--- src/rtl/hw_pio_pkg.sv ---
// rtl/hw_pio_pkg.sv - shared encodings and state type for the PIO responder
package hw_pio_pkg;

    localparam logic [1:0] SW_IDLE  = 2'b00;
    localparam logic [1:0] SW_WR    = 2'b01;
    localparam logic [1:0] SW_RD    = 2'b10;
    localparam logic [1:0] SW_ABORT = 2'b11;

    localparam logic [1:0] HW_IDLE  = 2'b00;
    localparam logic [1:0] HW_ACK   = 2'b01;
    localparam logic [1:0] HW_BUSY  = 2'b10;
    localparam logic [1:0] HW_ERR   = 2'b11;

    typedef enum logic [2:0] {
        ST_RX_WAIT   = 3'd0,
        ST_RX_ACK    = 3'd1,
        ST_HANDOFF   = 3'd2,
        ST_TX_WAIT   = 3'd3,
        ST_TX_IDLE   = 3'd4,
        ST_TX_ACK    = 3'd5,
        ST_ERR       = 3'd6,
        ST_ABORT_ACK = 3'd7
    } state_e;

    // Status shown to software while resident in a given state.
    function automatic logic [1:0] status_of(state_e s);
        case (s)
            ST_RX_ACK, ST_TX_ACK, ST_ABORT_ACK: return HW_ACK;
            ST_HANDOFF, ST_TX_WAIT:             return HW_BUSY;
            ST_ERR:                             return HW_ERR;
            default:                            return HW_IDLE;
        endcase
    endfunction

endpackage

--- src/rtl/hw_pio_sync.sv ---
// rtl/hw_pio_sync.sv - 2-flop synchroniser, used only when HW_PIO_SYNC_EN is defined
module hw_pio_sync #(
    parameter int W = 1
) (
    input  logic         clk_i,
    input  logic         rst_ni,
    input  logic [W-1:0] d_i,
    output logic [W-1:0] q_o
);

    logic [W-1:0] meta_q;
    logic [W-1:0] sync_q;

    always_ff @(posedge clk_i or negedge rst_ni) begin
        if (!rst_ni) begin
            meta_q <= '0;
            sync_q <= '0;
        end else begin
            meta_q <= d_i;
            sync_q <= meta_q;
        end
    end

    assign q_o = sync_q;

endmodule

--- src/rtl/hw_pio_responder.sv ---
// rtl/hw_pio_responder.sv - PIO byte handshake <-> wide valid/ready word bridge; HW_PIO_SYNC_EN adds input synchronisers
module hw_pio_responder
    import hw_pio_pkg::*;
#(
    parameter int NBYTES = 16
) (
    input  logic                  clk_clk,
    input  logic                  reset_reset_n,
    input  logic [7:0]            to_hw_port_export,
    input  logic [1:0]            to_hw_sig_export,
    output logic [7:0]            to_sw_port_export,
    output logic [1:0]            to_sw_sig_export,
    output logic [8*NBYTES-1:0]   rx_data,
    output logic                  rx_valid,
    input  logic                  rx_ready,
    input  logic [8*NBYTES-1:0]   tx_data,
    input  logic                  tx_valid,
    output logic                  tx_ready
);

    localparam int IDXW = (NBYTES > 1) ? $clog2(NBYTES) : 1;
    localparam logic [IDXW-1:0] LAST_IDX = IDXW'(NBYTES - 1);

    logic [1:0] cmd_sig;
    logic [7:0] cmd_data;

`ifdef HW_PIO_SYNC_EN
    hw_pio_sync #(.W(10)) u_sync (
        .clk_i  (clk_clk),
        .rst_ni (reset_reset_n),
        .d_i    ({to_hw_sig_export, to_hw_port_export}),
        .q_o    ({cmd_sig, cmd_data})
    );
`else
    assign cmd_sig  = to_hw_sig_export;
    assign cmd_data = to_hw_port_export;
`endif

    state_e              state_q, state_d;
    logic [IDXW-1:0]     idx_q, idx_d;
    logic [8*NBYTES-1:0] rx_buf_q, rx_buf_d;
    logic [8*NBYTES-1:0] out_buf_q, out_buf_d;
    logic [7:0]          port_q, port_d;
    logic [1:0]          status_q, status_d;
    logic                rx_valid_q, rx_valid_d;
    logic                tx_ready_q, tx_ready_d;

    always_comb begin
        state_d   = state_q;
        idx_d     = idx_q;
        rx_buf_d  = rx_buf_q;
        out_buf_d = out_buf_q;
        port_d    = port_q;

        if (cmd_sig == SW_ABORT) begin
            state_d  = ST_ABORT_ACK;
            idx_d    = '0;
            rx_buf_d = '0;
            port_d   = '0;
        end else begin
            case (state_q)
                ST_RX_WAIT: begin
                    if (cmd_sig == SW_WR) begin
                        for (int i = 0; i < NBYTES; i++) begin
                            if (idx_q == IDXW'(i)) rx_buf_d[8*(NBYTES-i)-1 -: 8] = cmd_data;
                        end
                        state_d = ST_RX_ACK;
                    end else if (cmd_sig == SW_RD) begin
                        state_d = ST_ERR;
                    end
                end
                ST_RX_ACK: begin
                    if (cmd_sig == SW_IDLE) begin
                        if (idx_q == LAST_IDX) begin
                            idx_d   = '0;
                            state_d = ST_HANDOFF;
                        end else begin
                            idx_d   = idx_q + 1'b1;
                            state_d = ST_RX_WAIT;
                        end
                    end
                end
                ST_HANDOFF: begin
                    if (rx_ready) state_d = ST_TX_WAIT;
                end
                ST_TX_WAIT: begin
                    if (tx_valid) begin
                        out_buf_d = tx_data;
                        state_d   = ST_TX_IDLE;
                    end
                end
                ST_TX_IDLE: begin
                    if (cmd_sig == SW_RD) begin
                        for (int i = 0; i < NBYTES; i++) begin
                            if (idx_q == IDXW'(i)) port_d = out_buf_q[8*(NBYTES-i)-1 -: 8];
                        end
                        state_d = ST_TX_ACK;
                    end else if (cmd_sig == SW_WR) begin
                        state_d = ST_ERR;
                    end
                end
                ST_TX_ACK: begin
                    if (cmd_sig == SW_IDLE) begin
                        if (idx_q == LAST_IDX) begin
                            idx_d   = '0;
                            port_d  = '0;
                            state_d = ST_RX_WAIT;
                        end else begin
                            idx_d   = idx_q + 1'b1;
                            state_d = ST_TX_IDLE;
                        end
                    end
                end
                ST_ERR: begin
                    state_d = ST_ERR;
                end
                ST_ABORT_ACK: begin
                    if (cmd_sig == SW_IDLE) state_d = ST_RX_WAIT;
                end
                default: state_d = ST_RX_WAIT;
            endcase
        end

        // Outputs are registered from the next state so they track it with one cycle of latency.
        status_d   = status_of(state_d);
        rx_valid_d = (state_d == ST_HANDOFF);
        tx_ready_d = (state_d == ST_TX_WAIT);
    end

    always_ff @(posedge clk_clk or negedge reset_reset_n) begin
        if (!reset_reset_n) begin
            state_q    <= ST_RX_WAIT;
            idx_q      <= '0;
            rx_buf_q   <= '0;
            out_buf_q  <= '0;
            port_q     <= '0;
            status_q   <= HW_IDLE;
            rx_valid_q <= 1'b0;
            tx_ready_q <= 1'b0;
        end else begin
            state_q    <= state_d;
            idx_q      <= idx_d;
            rx_buf_q   <= rx_buf_d;
            out_buf_q  <= out_buf_d;
            port_q     <= port_d;
            status_q   <= status_d;
            rx_valid_q <= rx_valid_d;
            tx_ready_q <= tx_ready_d;
        end
    end

    assign to_sw_port_export = port_q;
    assign to_sw_sig_export  = status_q;
    assign rx_data           = rx_buf_q;
    assign rx_valid          = rx_valid_q;
    assign tx_ready          = tx_ready_q;

endmodule

--- config.mk ---
export PLATFORM = sky130hd
export DESIGN_NAME = hw_pio_responder
export DESIGN_NICKNAME = d
export VERILOG_FILES = /design/src/rtl/hw_pio_pkg.sv /design/src/rtl/hw_pio_sync.sv /design/src/rtl/hw_pio_responder.sv
export SDC_FILE = /design/constraint.sdc
export NUM_CORES = 1
export LEC_CHECK = 0
export BUFFER_PORTS_ARGS = -buffer_cell sky130_fd_sc_hd__buf_2
export CORE_MARGIN = 5
export CORE_UTILIZATION = 54
export CTS_BUF_LIST = sky130_fd_sc_hd__clkbuf_16
export CTS_CLUSTER_SIZE = 24
export DETAILED_ROUTE_END_ITERATION = 16
export PLACE_DENSITY_LB_ADDON = 0.08
export SLEW_MARGIN = 10
export SYNTH_ARGS = -nofsm -noshare
export SYNTH_HDL_FRONTEND = slang
export SYNTH_HIERARCHICAL = 1
export SYNTH_SLANG_ARGS = --single-unit
--- constraint.sdc ---
create_clock -name clk_clk -period 2.48 [get_ports clk_clk]
set_input_delay 0.496 -clock clk_clk [delete_from_list [all_inputs] [get_ports clk_clk]]
set_output_delay 0.496 -clock clk_clk [all_outputs]
set_load 0.03 [all_outputs]
* After elaboration in Yosys (flattened, before gate mapping)
Cells that the tools add are included.
** Storage, ports and cells
- Register bits :: 275
- Input bits :: 142
- Output and inout bits :: 140
- Word-level logic and storage cells :: 164
** Operators by class
- Add/sub/neg operators :: 1
- Equality and inequality tests :: 35
- Muxes and demuxes :: 58
- Bitwise gates (word level) :: 1
- Reduce and logical (&&, ||, !) cells :: 46
** Operator list (number)
- 128-bit 2-to-1 mux :: 3
- 8-bit 2-to-1 mux :: 36
- 3-bit AND reduction :: 17
- 2-bit nonzero test :: 20
- 3-bit 2-to-1 mux :: 11
- 4-bit == test, second input constant :: 8
- 3-bit case mux with 8 select lines :: 1
- 3-bit == test, second input constant :: 7
- 18-bit != test, second input constant :: 1
- 4-bit by 3-bit == test with 1-bit output, second input constant :: 4
- 4-bit 2-to-1 mux :: 4
- 8-bit case mux with 2 select lines :: 1
- 3-bit by 2-bit == test with 1-bit output, second input constant :: 4
- 3-bit != test, second input constant :: 3
- 4-bit by 2-bit == test with 1-bit output, second input constant :: 2
- 3-bit by 1-bit == test with 1-bit output, second input constant :: 2
- 2-bit case mux with 3 select lines :: 1
- 5-bit AND reduction :: 1
- 4-bit by 1-bit adder with 4-bit output, second input constant :: 1
- 2-bit == test, second input constant :: 2
- 4-bit by 1-bit == test with 1-bit output, second input constant :: 1
- 4-bit logical NOT :: 1
- 2-bit OR reduction :: 2
- 3-bit logical NOT :: 1
- other kinds (7) :: 7

* Depth between registers and ports, before layout
Gate-level depths: netlist (run 1).
- Word-level depth :: 20
- Gate-level depth with buffers :: 11
- Mapped depth without buffers :: 8

* Worst setup path after synthesis (run 1)
No wires, ideal clock.
- Kind :: input-to-reg
- From :: in to_hw_sig_export[0]
- To :: reg out_buf_q[0]
- Setup time :: 125 ps
- Data arrival time :: 1910 ps
- Data required time :: 2355 ps
- Setup slack :: 445 ps
- Stages :: 6
- Buffers on the path :: 3
- Cells stage by stage :: ha_1 > buf_2 > nor3_2 > buf_2 > buf_2 > mux2_2
** Between the ends
- Longest elaborated chain between the ends :: 3
** Ends and longest elaborated chain
- start, declared :: line hw_pio_responder.sv:10 : input logic [1:0] to_hw_sig_export,
- 2-bit == test :: line hw_pio_responder.sv:55 : if (cmd_sig == SW_ABORT) begin
- 1-bit inverter (no line)
- 3-bit AND reduction (no line)
- end signal, assigned :: line hw_pio_responder.sv:144 : out_buf_q <= out_buf_d;
- end, declared :: line hw_pio_responder.sv:42 : logic [8*NBYTES-1:0] out_buf_q, out_buf_d;
No other way between the ends.
A chain may end at the register's enable or synchronous reset.

* Final worst setup path (run 1)
- From :: reg idx_q[0]
- To :: reg port_q[5], in the netlist to_sw_port_export[5]
** Between the ends
- Longest elaborated chain between the ends :: 19
- Elaborated cells between the ends (all ways) :: 37
- Classes of those cells :: eq/ne: 17; mux: 18; reduce/logical: 2
** Ends and longest elaborated chain
- start, declared :: line hw_pio_responder.sv:40 : logic [IDXW-1:0] idx_q, idx_d;
- start signal, assigned :: line hw_pio_responder.sv:142 : idx_q <= idx_d;
- 4-bit by 1-bit == test with 1-bit output :: line hw_pio_responder.sv:95 : if (idx_q == IDXW'(i)) port_d = out_buf_q[8*(NBYTES-i)-1 -: 8];
- 8-bit 2-to-1 mux (15 in series) :: line hw_pio_responder.sv:95
- 8-bit 2-to-1 mux :: line hw_pio_responder.sv:93 : if (cmd_sig == SW_RD) begin
- 8-bit case mux with 2 select lines :: line hw_pio_responder.sv:61 : case (state_q)
- 8-bit 2-to-1 mux :: line hw_pio_responder.sv:55
- end signal, assigned :: line hw_pio_responder.sv:145 : port_q <= port_d;
- end, declared :: line hw_pio_responder.sv:43 : logic [7:0] port_q, port_d;
Several ways; a longest one is shown, not always the timed one. The select of a mux whose other input is x is not followed.

==> reports/metrics.csv, run 1 <==
stage,metric,value,unit
status,status,completed,
route,drt-pass1-iter-count,5,
floorplan,die_w,159.0,microns
run,drv_cap,0,
yosys,synthArstFlopShare,100.0,%
place,placed_cell_area,0.01389,sq mm
sta,rsz0062_at_grt,yes,
setup_path,rrSetupSlack,0.11,ns
setup_path,endpoint_kind,flop,
setup_path,critPathArrivalTime,2.80,ns
yosys,avgSynthCellArea,11.00,sq um
sta,layout_min_cycle_time,2.370,ns
sta,slew_violations,0,
clock_tree,cts_tree,built,
yosys,synthCells,1090,
setup_path,crit_fanout,8,
route,drt-initial-drc-count,675,
place,gp_congestion,0.8542,
floorplan,core,0.02182,sq mm
yosys,synth_seq_cells,275,
sta,slew_headroom,31.34,%
global_route,overflow,0,
yosys,syn_nets,1240,
yosys,yosysSeqAreaShare,57.41,%
route,vias,9412,
yosys,synth-edff-count,0,
route,ant_nets,0,
setup_path,cp-start-kind,flop,
route,routedWlPerCell,19.52,microns
global_route,grt_pass1_wl,51.96,mm
clock_tree,clkSinkCount,275,
power_and_ir_drop,max-vdd-ir-drop,683.2,uV
power_and_ir_drop,leakage,7.174,nW
clock_tree,cts_root_buffer,clkbuf_16,
place,dp_hpwl,23.51,mm
sta,fin_skew,0.01262,ns
yosys,synth_cell_types,56,
sta,setup_viol_count_final,0,
floorplan,boundaryPins,282,
floorplan,rows,54,
route,viasPerCell,5.609,
cells_and_area,drive_above_1_share,38.58,%
route,route.detailed.drc,0,
global_route,track_usage,24.97,%
cells_and_area,n_fill_cell,1746,
clock_tree,path_clk_slew,0.06,ns
setup_path,rr_startpoint,idx_q[0],
clock_tree,cts_buffers,28,
yosys,synth-main-ff-cell,dfrtp_1,
global_route,first_global_vias,9438,
cells_and_area,fin_area,0.01490,sq mm
yosys,ys_warn_count,6,
global_route,antenna_found_initial,1,
route,routed_wl,32.75,mm
sta,hold_viol,0,
floorplan,die_h,159.0,microns
floorplan,die_area,0.02528,sq mm
clock_tree,clock_path_buffers,3,
place,dp_slack,-0.05997,ns
sta,holdWs,0.1790,ns
place,portBuffers,281,
sta,fin_crit_sh,95.55,%
yosys,syn_area,0.01199,sq mm
cells_and_area,areaGrowthSynthToFinish,24.32,%
cells_and_area,fin_nets,1526,
hold_path,hold_path.class,input port to flop,
setup_path,critPathRequiredTime,2.91,ns
sta,max_freq,0.4220,GHz
clock_tree,ctsHtreeMaxLevel,1,
cells_and_area,utilization,68.29,%
clock_tree,clk_latency,0.54,ns
setup_path,criticalPathCategory,flop to flop,
floorplan,start_util,54.93,%
sta,fin_ws,0.1104,ns
global_route,grt_max_degree,61,
setup_path,startpoint,idx_q[0],
sta,tightest_slew,1.030,ns
power_and_ir_drop,powerDensity,1072,mW/mm^2
hold_path,hp-start,tx_data[71],
where the power goes:
part / switching, mW / total, mW / internal, mW
logic: 2.92 / 5.04 / 2.12
registers: 0.814 / 6.59 / 5.78
clock network: 1.79 / 4.35 / 2.55
state kept, by name, indices dropped and copies added, names as in the netlist:
name,flops
rx_data,128
out_buf_q,128
rx_valid,1
tx_ready,1
to_sw_sig_export,2
to_sw_port_export,8
state_q,3
idx_q,4
metrics by stage:
stage / TNS (ns) / total power [mW] / std cells
floorplan: 0 / 9.837 / 1090
global placement: -0.08302 / 11.49 / 1625
detailed placement: -0.6729 / 11.63 / 1625
CTS: 0 / 16.02 / 1677
global route: -0.06194 / 16.82 / 1678
finish: 0 / 15.97 / 1678
cell usage after synthesis (all sizes together) (9+ instances only):
cell	instances	area share [%]
nand3	17	0.71
buf	54	2.6
a21oi	67	3.0
a221oi	9	0.66
o22ai	13	0.68
mux2	124	12
nor2	43	1.5
o211ai	16	1.0
dfrtp	275	57
nand2	153	4.8
o21ai	165	7.2
nor3	10	0.55
nor2b	9	0.47
clkbuf	24	0.75
inv	14	0.44
nand2b	20	1.0
path summary, 6_finish.rpt:
| path | end | cells after the start |
|---|---|---|
| max | to_sw_port_export[5] | 7 |
| min | out_buf_q[71] | 2 |
| max reg2reg | to_sw_port_export[5] | 7 |
| min reg2reg | rx_data[13] | 2 |
| max in group asynchronous | out_buf_q[56] | 3 |
| min in group asynchronous | rx_data[110] | 2 |
worst max-delay path, cell delays in order, from the launching register on:
cell	delay, ns
dfrtp_1	0.45
inv_1	0.10
ha_2	0.29
nor4_2	0.44
nand4bb_1	0.35
nor3_2	0.14
a22o_1	0.28
a31o_2	0.21
layout make-up:
type	count	area [sq um]	share of cell area, %
clock inverters	22	229.0	1.536
diodes	1	2.502	0.01679
well taps	280	350.3	2.351
inverters	15	56.30	0.3778
clock buffers	29	725.7	4.869
flip-flops and latches	275	6883	46.18
multi-input cells	722	4698	31.53
repair buffers	334	1958	13.14
routing by layer:
layer	GRT usage (%)	vias up	wire [microns]	part of all wire, %
met3	4.841	57	2249	6.9
li1	-	4463	-	-
met4	6.282	0	825	2.5
met2	41.04	348	15750	48
met1	34.58	4544	13930	43
met5	0	-	0	0
layout by cell type (no fill, tap or decap), types with 3 or more instances in the layout:
master / n
a22oi_1: 7
o21a_1: 5
clkbuf_16: 29
dfrtp_1: 274
mux2_2: 124
clkinv_1: 6
nor2_1: 38
nand3_1: 17
o21ai_0: 127
a21oi_1: 61
buf_4: 40
o21ai_2: 12
o211ai_1: 16
buf_2: 280
a21oi_2: 6
a221oi_1: 9
buf_12: 11
a22o_1: 7
clkinv_2: 4
a221o_1: 7
ha_1: 4
inv_1: 15
ha_2: 4
a41o_1: 5
nor3_1: 7
clkinvlp_4: 5
o21ai_1: 26
nor2b_1: 9
o22ai_1: 13
nand2b_1: 18
nand2_1: 153
o31ai_1: 3
and3_1: 3
bufinv_16: 4
nor2_2: 3
timing repair:
| action | in CTS | in global routing |
|---|---|---|
| endpoints found under the hold margin | 55 | 0 |
| resized for setup | 2 | 13 |
| hold buffers | 1 | 0 |
| setup endpoints to repair | 6 | 16 |
| setup buffers | 0 | 0 |
cells by family (layout without fill, tap and decap cells):
family	count (synthesis)	after routing	synth area share [%]
buf+inv	93	400	3.810
other cells	0	1	0
flops	275	275	57.41
simple gates	264	264	9.769
compound gates	324	324	16.37
fa+ha+maj	8	8	0.8350
mux	126	126	11.82
Power figures use the tool's default switching activity.
==> run 2, diff against run 1 <==
CORE_UTILIZATION = 56   (was 54)
CTS_BUF_LIST = sky130_fd_sc_hd__clkbuf_2   (was sky130_fd_sc_hd__clkbuf_16)
==> run 2 against run 1 <==
Net effect:
- first-iteration DRC count increased by 0.44%
- core utilization increased by 7.8 points
- non-clock buffer count increased by 139
- register-to-register slack improved by 0.03 ns
- die area decreased by 3.3%
- flip-flop and latch count unchanged
- critical endpoint is now to_sw_port_export[2]
- largest cell class unchanged
- largest power group unchanged
==> reports/metrics.csv, run 2 (synthesis gave the netlist of run 1 again) <==
stage,metric,value,unit,change
route,ant_nets,0,,unchanged
global_route,grt_max_degree,63,,+3.3%
route,highest_layer,met4,,
place,gp_congestion,0.8497,,-0.53%
setup_path,cp-start-kind,flop,,
clock_tree,clk_latency,0.81,ns,+0.27 ns
route,met1_length,14.60,mm,+4.8%
setup_path,criticalPathCategory,flop to flop,,
clock_tree,path_clk_slew,0.10,ns,+0.04 ns
global_route,first_global_vias,10800,,+14%
route,wl_met3,2.929,mm,+30%
setup_path,critPathArrivalTime,3.03,ns,+0.23 ns
hold_path,hp-start,tx_valid,,
hold_path,whs_endpoint,state_q[1],,
setup_path,r2r-end,to_sw_port_export[2],,
sta,fin_ws,0.1448,ns,+0.03446 ns
place,portBuffers,281,,unchanged
clock_tree,cts_tree,built,,
floorplan,die_area,0.02443,sq mm,-3.3%
floorplan,die_w,156.3,microns,-1.7%
clock_tree,clkSinkCount,275,,unchanged
route,drt-pass1-iter-count,5,,unchanged
sta,fin_setup_tns,0,ns,unchanged
setup_path,endpoint_kind,flop,,
global_route,grt_pass1_wl,57.75,mm,+11%
setup_path,rrSetupSlack,0.14,ns,+0.03 ns
sta,layout_min_cycle_time,2.335,ns,-0.03446 ns
route,routed_wl,36.70,mm,+12%
clock_tree,cts_root_buffer,clkbuf_2,,
setup_path,max_stage_delay,0.45,ns,about the same
floorplan,die_h,156.3,microns,-1.7%
clock_tree,ctsHtreeMaxLevel,3,,+2
sta,slew_violations,0,,unchanged
route,drt-initial-drc-count,678,,+0.44%
cells_and_area,utilization,76.05,%,+7.8 points
cells_and_area,final_cell_mix,"buf_2 (280), dfrtp_1 (275), nand2_1 (153)",,
setup_path,slowest_stage,dfrtp_1,,
cells_and_area,n_fill_cell,1437,,-18%
hold_path,hold_path.class,input port to flop,,
setup_path,crit_chain,ha_1 > buf_12 > nand2_1 > nor3_1 > a21oi_1 > o21ai_0 > nand3_1 > a41o_1,,
global_route,overflow,0,,unchanged
sta,fin_crit_sh,94.16,%,-1.4 points
sta,tightest_slew,1.085,ns,+0.05513 ns
route,met2_length,18.15,mm,+15%
power_and_ir_drop,leakage,7.775,nW,+8.4%
floorplan,boundaryPins,282,,unchanged
route,vias,10460,,+11%
place,dp_hpwl,23.63,mm,+0.50%
sta,slew_headroom,27.67,%,-3.7 points
sta,rsz0062_at_grt,no,,
setup_path,critPathTopFamily,simple AND/OR/NAND/NOR gates,,
global_route,track_usage,30.10,%,+5.1 points
power_and_ir_drop,powerDensity,951.8,mW/mm^2,-11%
setup_path,path_buf_inv,1,,unchanged
floorplan,rows,53,,-1.9%
route,routedWlPerCell,19.53,microns,about the same
status,status,completed,,
sta,hold_viol,0,,unchanged
route,route.detailed.drc,0,,unchanged
floorplan,start_util,57.03,%,+2.1 points
global_route,antenna_found_initial,4,,+3
clock_tree,clock_path_buffers,3,,unchanged
cells_and_area,fin_nets,1705,,+12%
hold_path,whs_path_depth,4,,+2
floorplan,core,0.02102,sq mm,-3.7%
run,drv_cap,0,,unchanged
place,dp_slack,-0.08763,ns,-0.02765 ns
sta,setup_viol_count_final,0,,unchanged
route,viasPerCell,5.568,,-0.73%
power_and_ir_drop,max-vdd-ir-drop,609.5,uV,-11%
sta,max_freq,0.4282,GHz,+1.5%
setup_path,rr_startpoint,idx_q[0],,
clock_tree,cts_buffers,68,,+140%
setup_path,critPathRequiredTime,3.17,ns,+0.26 ns
setup_path,crit_fanout,24,,+16
cells_and_area,areaGrowthSynthToFinish,33.36,%,
sta,fin_skew,0.05644,ns,+0.04382 ns
cells_and_area,drive_above_1_share,37.09,%,-1.5 points
setup_path,worst_r2r_path_depth,8,,+1
cells_and_area,layout_commonest_cell,buf_2,,
-- run 2: repair_timing --
action / CTS / global route
buffers inserted: 0 / 0
gates resized for setup: 0 / 4
hold buffers: 137 / 0
setup endpoints to repair: 0 / 8
endpoints found under the hold margin: 238 / 0
-- run 2: worst reg2reg max path: cells and delay by family, from the launching register on --
kind	cells	cell delay, ns
AOI/OAI and AO/OA	3	0.57
adders and majority gates	1	0.38
and+or+nand+nor	3	0.64
DFF	1	0.45
buffers and inverters	1	0.23
-- run 2: how the worst max path moves through the flow --
stage	startpoint	cells past startpoint	end	slack [ns]
3_5_place_dp	to_hw_sig_export[1]	8	rx_data[11]	-0.09
2_1_floorplan	to_hw_sig_export[0]	6	out_buf_q[0]	0.44
5_1_grt	state_q[0]	5	rx_data[11]	0.009
4_1_cts	idx_q[1]	7	to_sw_port_export[3]	0.05
6_report	idx_q[0]	8	to_sw_port_export[2]	0.14
3_3_place_gp	to_hw_sig_export[1]	8	rx_data[11]	0.02
-- run 2: stage by stage --
stage / hold slack, ns / cell area (sq um) / power, mW / std cells
floorplan: 0.2004 / 11990 / 9.837 / 1090
global placement: 0.4564 / 13900 / 11.48 / 1623
detailed placement: 0.4608 / 13900 / 11.64 / 1623
CTS: 0.09604 / 15960 / 15.16 / 1874
global route: 0.1287 / 15980 / 16.13 / 1878
finish: 0.1680 / 15990 / 15.22 / 1879
-- run 2: routing by layer --
layer / up-vias / GRT usage, %
met2: 484 / 49.88
met3: 79 / 6.665
met4: 0 / 12.27
met1: 5056 / 38.70
met5: - / 0
li1: 4844 / -
-- run 2: power breakdown --
| group | total, mW | switching [mW] | internal (mW) |
|---|---|---|---|
| logic | 5.28 | 3.03 | 2.24 |
| registers | 6.60 | 0.834 | 5.76 |
| clock network | 3.34 | 1.80 | 1.55 |
-- run 2: cell type report --
class | count | area (sq um) | area share [%]
Antenna cell | 5 | 12.51 | 0.07827
Clock buffer | 95 | 475.5 | 2.974
Clock inverter | 19 | 212.7 | 1.331
Inverter | 15 | 56.30 | 0.3522
Multi-Input combinational cell | 722 | 4678 | 29.26
Sequential cell | 275 | 6882 | 43.05
Tap cell | 275 | 344.1 | 2.152
Timing Repair Buffer | 473 | 3326 | 20.80
==> run 3, diff against run 2 <==
REMOVE_ABC_BUFFERS = 1   (was unset)
==> run 3 against run 2 <==
Net effect:
- fmax down 1.5%
- largest power group unchanged
- critical path type unchanged
- sequential power barely moved
- power down 1.7%
- non-clock buffer count is 5 higher
==> reports/metrics.csv, run 3 (synthesis gave the netlist of run 1 again) <==
stage,metric,value,unit,change
status,status,completed,,
place,dp_hpwl,24.31,mm,+2.9%
route,vias,10490,,+0.21%
clock_tree,cts_root_buffer,clkbuf_2,,
setup_path,crit_top_cell,nand2_1,,
setup_path,max_stage_delay,0.46,ns,about the same
sta,tightest_slew,0.9844,ns,-0.1006 ns
global_route,first_global_vias,10750,,-0.46%
power_and_ir_drop,switchingPower,5.656,mW,-0.15%
clock_tree,path_clk_slew,0.10,ns,about the same
route,viasPerCell,5.580,,+0.21%
sta,setup_viol_count_final,0,,unchanged
place,gp_congestion,0.8929,,+5.1%
route,routedWlPerCell,19.71,microns,+0.90%
setup_path,crit_chain,inv_1 > ha_1 > buf_12 > nand2_1 > o21a_1 > o32a_1 > a21oi_1 > o211ai_1 > nand2_1,,
setup_path,startpoint,idx_q[0],,
cells_and_area,n_fill_cell,1491,,+3.8%
run,drv_cap,0,,unchanged
clock_tree,cts_buffers,71,,+4.4%
setup_path,critPathRequiredTime,3.20,ns,+0.03 ns
setup_path,rrSetupSlack,0.11,ns,-0.04 ns
sta,fin_skew,0.05800,ns,+0.001563 ns
hold_path,hp-start,tx_valid,,
sta,slew_violations,0,,unchanged
floorplan,die_area,0.02443,sq mm,unchanged
power_and_ir_drop,leakage,7.779,nW,about the same
global_route,track_usage,30.48,%,+0.38 points
global_route,grt_pass1_wl,58.48,mm,+1.3%
power_and_ir_drop,switching_share,37.80,%,+0.57 points
route,routed_wl,37.03,mm,+0.90%
setup_path,criticalPathCategory,flop to flop,,
sta,layout_min_cycle_time,2.371,ns,+0.03614 ns
clock_tree,clock_path_buffers,3,,unchanged
clock_tree,post_cts_buffers,0,,unchanged
setup_path,cp-start-kind,flop,,
cells_and_area,layout_commonest_cell,buf_2,,
place,portBuffers,281,,unchanged
cells_and_area,drive_above_1_share,37.45,%,+0.37 points
cells_and_area,fin_cells,1879,,unchanged
hold_path,whs_endpoint,state_q[1],,
place,dp_cells,1628,,+0.31%
sta,fin_setup_tns,0,ns,unchanged
cells_and_area,final_cell_mix,"buf_2 (280), dfrtp_1 (275), nand2_1 (153)",,
floorplan,die_w,156.3,microns,unchanged
clock_tree,cts_tree,built,,
clock_tree,ctsHtreeMaxLevel,3,,unchanged
power_and_ir_drop,powerDensity,936.7,mW/mm^2,-1.6%
power_and_ir_drop,power,14.96,mW,-1.7%
setup_path,critPathArrivalTime,3.09,ns,+0.06 ns
setup_path,slowest_stage,dfrtp_1,,
cells_and_area,areaGrowthSynthToFinish,33.25,%,about the same
setup_path,rr_startpoint,idx_q[0],,
power_and_ir_drop,max-vdd-ir-drop,637.4,uV,+4.6%
sta,hold_viol,0,,unchanged
route,drt-initial-drc-count,783,,+15%
hold_path,whs_path_depth,4,,unchanged
power_and_ir_drop,comb_power_share,35.3,%,+0.6 points
global_route,antenna_found_initial,1,,-3
setup_path,critPathTopFamily,compound AO/OA/AOI/OAI gates,,
hold_path,hold_path.class,input port to flop,,
floorplan,core,0.02102,sq mm,unchanged
route,route.detailed.drc,0,,unchanged
place,placed_cell_area,0.01397,sq mm,+0.54%
setup_path,worst_r2r_path_depth,9,,+1
clock_tree,clk_latency,0.82,ns,about the same
floorplan,start_util,57.03,%,unchanged
setup_path,crit_cells,9,,+1
clock_tree,clkSinkCount,275,,unchanged
power_and_ir_drop,power_frac_clock,20.4,%,-1.6 points
cells_and_area,fin_nets,1713,,+0.47%
cells_and_area,fin_area,0.01597,sq mm,about the same
sta,fin_crit_sh,95.62,%,+1.5 points
power_and_ir_drop,seqPwrFrac,44.3,%,+0.9 points
route,drt-pass1-iter-count,7,,+2
sta,max_freq,0.4217,GHz,-1.5%
setup_path,crit_fanout,28,,+17%
global_route,overflow,0,,unchanged
floorplan,die_h,156.3,microns,unchanged
sta,slew_headroom,34.37,%,+6.7 points
setup_path,path_buf_inv,2,,+1
route,ant_nets,0,,unchanged
floorplan,rows,53,,unchanged
power_and_ir_drop,internal_power,9.308,mW,-2.6%
global_route,grt_max_degree,65,,+3.2%
setup_path,r2r-end,to_sw_port_export[4],,
floorplan,boundaryPins,282,,unchanged
setup_path,endpoint_kind,flop,,
-- run 3: timing repair --
item,CTS,global route
setup endpoints to repair,0,22
endpoints found under the hold margin,198,0
gates resized for setup,0,5
hold buffers,137,0
-- run 3: per-stage QoR --
step,setup WS (ns),util (%),hold slack (ns)
detailed placement,-0.09990,66.47,0.4593
global placement,-0.04050,66.47,0.4558
floorplan,-4.427,-,0.2004
CTS,0.03187,75.87,0.07855
global route,-0.0001494,75.99,0.1057
finish,0.1087,75.99,0.1537
-- run 3: final cells by class --
cell class              count  area, sq um  share of cell area, %
well taps                 275        344.1                  2.154
repair buffers            478         3401                  21.29
inverters                  15        56.30                 0.3525
flip-flops and latches    275         6882                  43.08
clock buffers              99        495.5                  3.102
diodes                      2        5.005                0.03133
clock inverters            13        110.1                 0.6893
multi-input cells         722         4681                  29.30
-- run 3: how the worst max path moves through the flow --
stage	end	slack [ns]
floorplan	out_buf_q[0]	-4.43
global placement	rx_data[127]	-0.04
detailed placement	rx_data[29]	-0.1
CTS	to_sw_port_export[5]	0.03
global route	to_sw_port_export[4]	-0.0001
finish	to_sw_port_export[4]	0.11
-- run 3: layer usage --
layer  track usage, %  vias up  wire [microns]
met5                0        -               0
met4            12.02        0            1227
met3            6.720       80            3189
met2            50.72      520           18110
met1            39.21     5053           14500
li1                 -     4832               -
-- run 3: worst reg2reg max path, cell delays in order (launching register included) --
cell and delay [ns]:
dfrtp_1 0.46, inv_1 0.11, ha_1 0.23, buf_12 0.23, nand2_1 0.21, o21a_1 0.16
o32a_1 0.28, a21oi_1 0.37, o211ai_1 0.16, nand2_1 0.09
-- run 3: power by group through the flow --
stage / Sequential (mW) / Combinational (mW) / Clock [mW]
after floorplan: 7.00 / 2.72 / 0
after detailed placement: 6.67 / 5.02 / 0
after global routing: 6.76 / 5.74 / 3.38
after CTS: 6.58 / 5.20 / 3.08
after global placement: 6.64 / 4.91 / 0
final: 6.63 / 5.28 / 3.05
